`config.mk`:
```
export PLATFORM = sky130hd
export DESIGN_NAME = bram_matmul_ctrl
export DESIGN_NICKNAME = d
export VERILOG_FILES = /design/src/rtl/bram_matmul_ctrl.sv
export SDC_FILE = /design/constraint.sdc
export NUM_CORES = 1
export LEC_CHECK = 0
export ABC_AREA = 1
export CORE_MARGIN = 1.5
export CORE_UTILIZATION = 45
export DETAILED_ROUTE_END_ITERATION = 7
export GPL_TIMING_DRIVEN = 0
export PLACE_DENSITY = 0.68
export SYNTH_ARGS = -nofsm -noshare
export SYNTH_HDL_FRONTEND = slang
export SYNTH_SLANG_ARGS = --single-unit
```
`constraint.sdc`:
```
create_clock -name BRAM_CLK -period 10.7 [get_ports BRAM_CLK]
set_input_delay 2.14 -clock BRAM_CLK [delete_from_list [all_inputs] [get_ports BRAM_CLK]]
set_output_delay 2.14 -clock BRAM_CLK [all_outputs]
set_load 0.02 [all_outputs]
```
`src/rtl/bram_matmul_ctrl.sv`:
```
// bram_matmul_ctrl: BRAM master that reads a 4x4 int8 matrix A and a 4x4 int8
// matrix B from a 32-bit word BRAM, computes C = A x B as 32-bit signed words
// and writes the 16 results back to the same BRAM, then raises done.
module bram_matmul_ctrl #(
    parameter int BRAM_ADDR_WIDTH = 15,
    parameter int A_BASE          = 0,
    parameter int B_BASE          = 4,
    parameter int C_BASE          = 8,
    parameter int READ_HOLD       = 2
) (
    input  logic                       BRAM_CLK,
    input  logic                       BRAM_RST,
    input  logic                       start,
    output logic [BRAM_ADDR_WIDTH-1:0] BRAM_ADDR,
    output logic [31:0]                BRAM_WRDATA,
    input  logic [31:0]                BRAM_RDDATA,
    output logic                       BRAM_EN,
    output logic [3:0]                 BRAM_WE,
    output logic                       busy,
    output logic                       done
);

    // Word index width; the two low byte-address bits are always zero.
    localparam int WIDX_W = BRAM_ADDR_WIDTH - 2;
    // Phase counter covers READ_HOLD enable cycles plus the capture cycle.
    localparam int PH_W = $clog2(READ_HOLD + 2);
    localparam logic [PH_W-1:0] PH_LAST = PH_W'(READ_HOLD);

    typedef enum logic [1:0] {
        S_IDLE  = 2'd0,
        S_LOAD  = 2'd1,
        S_WRITE = 2'd2,
        S_DONE  = 2'd3
    } state_t;

    state_t            state_reg;
    logic [2:0]        word_reg;    // row register currently being read
    logic [PH_W-1:0]   phase_reg;   // position inside one read slot
    logic              prime_reg;   // first LOAD cycle: nothing to capture yet
    logic [3:0]        elem_reg;    // C element being written
    logic [31:0]       row_reg [0:7]; // rows 0..3 = A, rows 4..7 = B

    logic [2:0]        word_next;
    logic [1:0]        ci;
    logic [1:0]        cj;
    logic [31:0]       a_word;
    logic [15:0]       prod [0:3];
    logic [17:0]       sum_ext;
    logic [31:0]       c_elem;

    // Byte address of a word index; the index silently wraps to WIDX_W bits.
    function automatic logic [BRAM_ADDR_WIDTH-1:0] byte_addr(input logic [31:0] word);
        return {word[WIDX_W-1:0], 2'b00};
    endfunction

    // Word index of the w-th fetched row: A rows first, then B rows.
    function automatic logic [31:0] read_word(input logic [2:0] w);
        if (!w[2]) begin
            return 32'(A_BASE) + {30'd0, w[1:0]};
        end
        return 32'(B_BASE) + {30'd0, w[1:0]};
    endfunction

    // Next row to fetch: the priming cycle starts at row 0 without advancing.
    always_comb begin
        word_next = word_reg;
        if (!prime_reg) begin
            word_next = word_reg + 3'd1;
        end
    end

    // Element coordinates of the current write and the matching A row word.
    assign ci     = elem_reg[3:2];
    assign cj     = elem_reg[1:0];
    assign a_word = row_reg[{1'b0, ci}];

    // One signed 8x8 product per k term of the dot product A[i][k]*B[k][j].
    genvar gi;
    generate
        for (gi = 0; gi < 4; gi++) begin : g_mac
            logic [31:0]       b_word;
            logic signed [7:0] a_byte;
            logic signed [7:0] b_byte;
            assign b_word  = row_reg[3'(4 + gi)];
            assign a_byte  = a_word[8*gi +: 8];
            assign b_byte  = b_word[{cj, 3'b000} +: 8];
            assign prod[gi] = 16'(a_byte * b_byte);
        end
    endgenerate

    // Sign-extended sum of the four products; 18 bits cannot overflow.
    assign sum_ext = {{2{prod[0][15]}}, prod[0]} + {{2{prod[1][15]}}, prod[1]}
                   + {{2{prod[2][15]}}, prod[2]} + {{2{prod[3][15]}}, prod[3]};
    assign c_elem  = {{14{sum_ext[17]}}, sum_ext};

    // Write data is driven only while writing, so the last captured B row
    // feeds the very first write cycle without an extra pipeline stage.
    assign BRAM_WRDATA = (state_reg == S_WRITE) ? c_elem : 32'd0;

    // Controller FSM with registered BRAM controls and status outputs.
    always_ff @(posedge BRAM_CLK) begin
        if (BRAM_RST) begin
            state_reg <= S_IDLE;
            word_reg  <= 3'd0;
            phase_reg <= '0;
            prime_reg <= 1'b0;
            elem_reg  <= 4'd0;
            BRAM_ADDR <= '0;
            BRAM_EN   <= 1'b0;
            BRAM_WE   <= 4'h0;
            busy      <= 1'b0;
            done      <= 1'b0;
            for (int r = 0; r < 8; r++) begin
                row_reg[r] <= 32'd0;
            end
        end else begin
            case (state_reg)
                S_IDLE, S_DONE: begin
                    if (start) begin
                        // Spend one priming cycle before the first read slot.
                        state_reg <= S_LOAD;
                        word_reg  <= 3'd0;
                        phase_reg <= PH_LAST;
                        prime_reg <= 1'b1;
                        BRAM_EN   <= 1'b0;
                        BRAM_WE   <= 4'h0;
                        busy      <= 1'b1;
                        done      <= 1'b0;
                    end
                end

                S_LOAD: begin
                    if (phase_reg != PH_LAST) begin
                        // Hold the address with EN high for READ_HOLD cycles.
                        phase_reg <= phase_reg + PH_W'(1);
                        BRAM_EN   <= ((phase_reg + PH_W'(1)) != PH_LAST);
                    end else begin
                        // EN-low cycle: read data has settled, capture it.
                        if (!prime_reg) begin
                            row_reg[word_reg] <= BRAM_RDDATA;
                        end
                        if (!prime_reg && (word_reg == 3'd7)) begin
                            state_reg <= S_WRITE;
                            elem_reg  <= 4'd0;
                            BRAM_ADDR <= byte_addr(32'(C_BASE));
                            BRAM_EN   <= 1'b1;
                            BRAM_WE   <= 4'hF;
                        end else begin
                            word_reg  <= word_next;
                            phase_reg <= '0;
                            prime_reg <= 1'b0;
                            BRAM_ADDR <= byte_addr(read_word(word_next));
                            BRAM_EN   <= 1'b1;
                        end
                    end
                end

                S_WRITE: begin
                    if (elem_reg == 4'd15) begin
                        state_reg <= S_DONE;
                        BRAM_EN   <= 1'b0;
                        BRAM_WE   <= 4'h0;
                        busy      <= 1'b0;
                        done      <= 1'b1;
                    end else begin
                        elem_reg  <= elem_reg + 4'd1;
                        BRAM_ADDR <= byte_addr(32'(C_BASE) + {28'd0, elem_reg} + 32'd1);
                    end
                end

                default: begin
                    state_reg <= S_IDLE;
                end
            endcase
        end
    end

endmodule

```
==> results of run 1 <==
-- cells in the mapped netlist --
master	number
nor2_2	10
nand2_1	399
o22ai_2	2
or2_2	1
buf_6	6
buf_4	39
o21bai_1	5
fa_1	303
clkbuf_2	1
o31ai_1	1
o21ai_1	4
inv_1	498
a32o_2	1
a21boi_0	2
nor2_1	444
a32o_1	7
nor3_1	6
clkbuf_1	7
a32oi_1	10
o211ai_1	2
buf_2	46
nand4_2	1
o22ai_1	5
a32oi_2	39
nand3b_1	2
or2_1	4
ha_1	125
a21oi_1	105
o21a_1	1
nand4_1	4
xnor2_1	12
edfxtp_1	256
nor2_4	2
a211oi_1	1
xor2_1	10
o21ai_0	45
nand2_2	9
o32ai_1	1
a21o_1	1
nand3_1	32
conb_1	1
dfxtp_1	23
inv_2	40
a31oi_1	3
-- cells by family (layout without fill, tap and decap cells) --
family	count (synthesis)	in the layout	synth area share (%)
adder cells (fa/ha/maj)	428	428	31.9
AO/OA/AOI/OAI	235	235	7.33
other	1	10	0.0157
buffers and inverters	637	848	11.0
AND/OR/NAND/NOR	914	914	14.9
flip-flops	279	279	34.0
XOR/XNOR	22	22	0.804
-- through the flow --
| step | setup slack, ps | instances |
|---|---|---|
| 5_1_grt | -1170 | 3424 |
| 6_report | -866 | 3424 |
| 3_3_place_gp | -1810 | 3290 |
| 4_1_cts | -902 | 3393 |
| 2_1_floorplan | 2.37 | 2525 |
| 3_5_place_dp | -1990 | 3290 |
-- worst paths after layout --
check,start,to,slack [ps],cells past startpoint
min,busy,busy,460,2
min reg2reg,busy,busy,460,2
max,register,BRAM_WRDATA[22],-870,42
max reg2reg,state_reg[1],row_reg[4][28],7820,8
-- worst reg2reg max path, stage by stage (launching register included) --
cell	delay, ps
dfxtp_1	320
inv_1	80
ha_1	130
clkbuf_2	190
nand4_2	190
nor2_4	240
nand2_2	130
buf_2	230
nand2_1	960
-- repair_timing --
action,CTS,global route
pin swaps,61,87
setup buffers,57,31
gates cloned,1,1
endpoints found under the hold margin,0,0
setup endpoints to repair,27,27
resized for setup,356,95
-- per-layer routing --
metal | vias to the layer above | GRT usage [%] | routed length (um)
met5 | - | 0 | 0
met4 | 0 | 11.1 | 3280
met3 | 183 | 3.67 | 5500
met2 | 842 | 42.9 | 33200
met1 | 8985 | 32.3 | 27200
li1 | 8176 | - | -
-- layout make-up --
type                    instances  area [sq um]
well taps                     688           861
flip-flops and latches        279          8160
repair buffers                166          1570
inverters                     538          2040
clock buffers                  25           626
clock inverters                20           268
fillers                      4517         23900
multi-input cells            1609         14300
plain buffers                  99           892
==> flow_summary.ini, run 1 <==
[synth]
synth_area_sq_um = 24000
synth.yosys.warnings = 0
synth_cell_type_count = 44
synth-seq-cells = 279
synth_top_cell_area_share_pct = 32.1
yosys.area.top_type = edfxtp_1
synthCells = 2516
syn_area_per_cell_sq_um = 9.52
yosysSeqAreaShare_pct = 34.0
synth_area_leaders = edfxtp_1, fa_1, inv_1

[routing]
wl_per_cell_um = 20.2
antenna_left = 0
post_drt_via_cell_ratio = 5.31
first_pass_iters = 8
vias = 18186
drtIter0Drc = 1620
drc_errors = 0
drt_wl_total_um = 69100

[setup_path]
slowest_stage = fa_2
cp_top_family = adder cells
start_kind = register
critical_path_required_ps = 8560
critPathKind = register to output pin
path_common_cell = inv_2
path_buf_inv = 15
max_stage_delay_ps = 590
cp_max_fo = 8
crit_path_end_kind = output pin
arrival_ps = 9430

[grt]
grt_pass1_vias = 18688
grt_remaining_overflow = 0
grt_pass1_wl_um = 104000
grt_max_degree = 33
antenna_found_initial = 0
grt_use_total_pct = 25.3

[floorplan]
ios = 89
fp-row-count = 84
die-width_um = 234
die_area_sq_um = 54600
core_sq_um = 52600
dieHeight_um = 234
start_util_pct = 45.6

[timing]
max_freq_mhz = 86.5
rsz0062_at_grt = yes
finalCritPeriodShare_pct = 108
hold_viol = 0
min_period_ps = 11570
finalSetupViolations = 25
fin_worst_skew_ps = 19.0
setup_ws_ps = -866
final-max-slew-violation-count = 0
hold_ws_ps = 461
max_slew_margin_pct = 13.7
fin_setup_tns_ps = -19710
worstMarginPinSlew_ps = 1290

[min_path]
min_path_type = register to register

[clocking]
path_clk_slew_ps = 70
numCtsBuffers = 25
holdBufCountCts = 0
cts_buffer_depth = 3
root_buffer = clkbuf_16
clock_latency_ps = 560
cts_tree = done
cts.sinks = 279
cts_max_level = 1

[placed_design]
gp_congestion = 0.942
numPortBuffers = 77
dp_hpwl_um = 52300
place_area_sq_um = 25800

[job]
cap_violations = 0

[cells_and_area]
antennaDiodeCount = 0
fin_util_pct = 54.6
most-common-layout-cells = inv_1, nor2_1, nand2_1
drive_gt1_share_pct = 19.6
largest_reg_flops = 256
syn_to_final_growth_pct = 19.8
design_area_sq_um = 28700
nets = 3181
layout_commonest_cell = inv_1

[run_status]
status = finished, violations left
violations = negative setup slack
Power of run 1 is not shown: default switching activity piles up to over one toggle a cycle in this logic, so the estimate is an artifact.
==> run 2, diff against run 1 <==
--- a/config.mk
+++ b/config.mk
@@ -8,6 +8,7 @@
 export ABC_AREA = 1
 export CORE_MARGIN = 1.5
 export CORE_UTILIZATION = 45
+export CTS_CLUSTER_DIAMETER = 80
 export DETAILED_ROUTE_END_ITERATION = 7
 export GPL_TIMING_DRIVEN = 0
 export PLACE_DENSITY = 0.68
==> results of run 2 <==
Final layout, timing and power as in run 1 (identical DEF).
Power of run 2 is left out for the same reason.
==> run 3, diff against run 2 <==
==> constraint.sdc (replaced) <==
create_clock -name BRAM_CLK -period 9.9 [get_ports BRAM_CLK]
set_input_delay 1.98 -clock BRAM_CLK [delete_from_list [all_inputs] [get_ports BRAM_CLK]]
set_output_delay 1.98 -clock BRAM_CLK [all_outputs]
set_load 0.02 [all_outputs]
==> flow_summary.ini, run 3 (same netlist as run 1, synthesis figures left out) <==
[run_status]
status = finished, violations left
violations = negative setup slack

[routing]
vias = 18382
antenna_left = 0
drtIter0Drc = 1691
drc_errors = 0
drt_wl_total_um = 70400
post_drt_via_cell_ratio = 5.35
first_pass_iters = 6
wl_per_cell_um = 20.5

[min_path]
min_from = busy
min_path_type = register to register
hold_depth = 2

[placed_design]
gp_congestion = 0.954
dp_hpwl_um = 52700
numPortBuffers = 77

[setup_path]
max_stage_delay_ps = 570
critical_path_required_ps = 7920
reg2regPathDepth = 7
worstSetupStartpoint = elem_reg[0]
start_kind = register
reg2reg_from = state_reg[0]
crit_path_end_kind = output pin
cp_max_fo = 7
slowest_stage = fa_2
arrival_ps = 9370
critPathKind = register to output pin

[floorplan]
core_sq_um = 52600
die-width_um = 234
start_util_pct = 45.6
die_area_sq_um = 54600
dieHeight_um = 234
fp-row-count = 84
ios = 89

[cells_and_area]
nets = 3191
layout_commonest_cell = inv_1
syn_to_final_growth_pct = 21.5
most-common-layout-cells = inv_1, nor2_1, nand2_1
fin_util_pct = 55.4
antennaDiodeCount = 0
drive_gt1_share_pct = 21.7
largest_reg_flops = 256

[timing]
fin_setup_tns_ps = -32840
hold_viol = 0
finalCritPeriodShare_pct = 115
max_slew_margin_pct = 5.47
setup_ws_ps = -1450
min_period_ps = 11350
rsz0062_at_grt = yes
final-max-slew-violation-count = 0
finalSetupViolations = 26
max_freq_mhz = 88.1
worstMarginPinSlew_ps = 1420
fin_worst_skew_ps = 14.1

[grt]
grt_use_total_pct = 25.8
grt_max_degree = 33
antenna_found_initial = 0
grt_pass1_wl_um = 106000
grt_remaining_overflow = 0
grt_pass1_vias = 18621

[job]
cap_violations = 0

[clocking]
path_clk_slew_ps = 60
numCtsBuffers = 26
cts_buffer_depth = 3
clock_latency_ps = 540
cts_max_level = 1
cts_tree = done
cts.sinks = 279
holdBufCountCts = 0
root_buffer = clkbuf_16
-- run 3: area by class of cell --
cell class / count / area, sq um
clock buffer: 30 / 687
clock inverter: 18 / 194
buffer: 99 / 982
sequential: 279 / 8160
tap: 688 / 861
timing repair buffer: 175 / 1690
multi-input combinational: 1609 / 14500
fill: 4484 / 23500
inverter: 538 / 2050
-- run 3: worst paths after layout --
path                     endpoint  slack, ps
setup / recovery  BRAM_WRDATA[30]      -1450
hold / removal               busy        470
setup reg to reg   row_reg[6][30]       6980
hold reg to reg              busy        470
-- run 3: timing repair --
action / 4_1_cts / 5_1_grt
endpoints found under the setup margin: 28 / 28
gates cloned: 1 / 0
pin swaps: 66 / 91
buffers inserted: 68 / 28
resized for setup: 316 / 141
-- run 3: layer usage --
layer / track usage, % / up-vias / wire length, um / part of all wire, %
met5: 0 / - / 0 / 0
met4: 9.86 / 0 / 2780 / 3.9
met3: 3.26 / 152 / 5610 / 8.0
met2: 43.4 / 878 / 33900 / 48
met1: 34.1 / 9162 / 28200 / 40
li1: - / 8190 / - / -
-- run 3: stage by stage --
| step | setup WS [ps] | cell area, sq um | instances | hold slack, ps |
|---|---|---|---|---|
| 2_1_floorplan | -457 | 24400 | 2525 | 482 |
| 3_3_place_gp | -2110 | 26000 | 3290 | 449 |
| 3_5_place_dp | -2240 | 26000 | 3290 | 457 |
| 4_1_cts | -1440 | 28300 | 3407 | 471 |
| 5_1_grt | -1720 | 29100 | 3436 | 503 |
| 6_report | -1450 | 29100 | 3436 | 466 |
-- run 3: worst max-delay path: cells and delay by family (launching register included) --
| kind | cells | cell delay, ps |
|---|---|---|
| and+or+nand+nor | 10 | 810 |
| adders and majority gates | 13 | 5400 |
| buffers and inverters | 15 | 1300 |
| xor gates and xnor gates | 1 | 180 |
| DFF | 1 | 420 |
| AOI/OAI and AO/OA | 3 | 710 |
Power of run 3 is left out for the same reason.
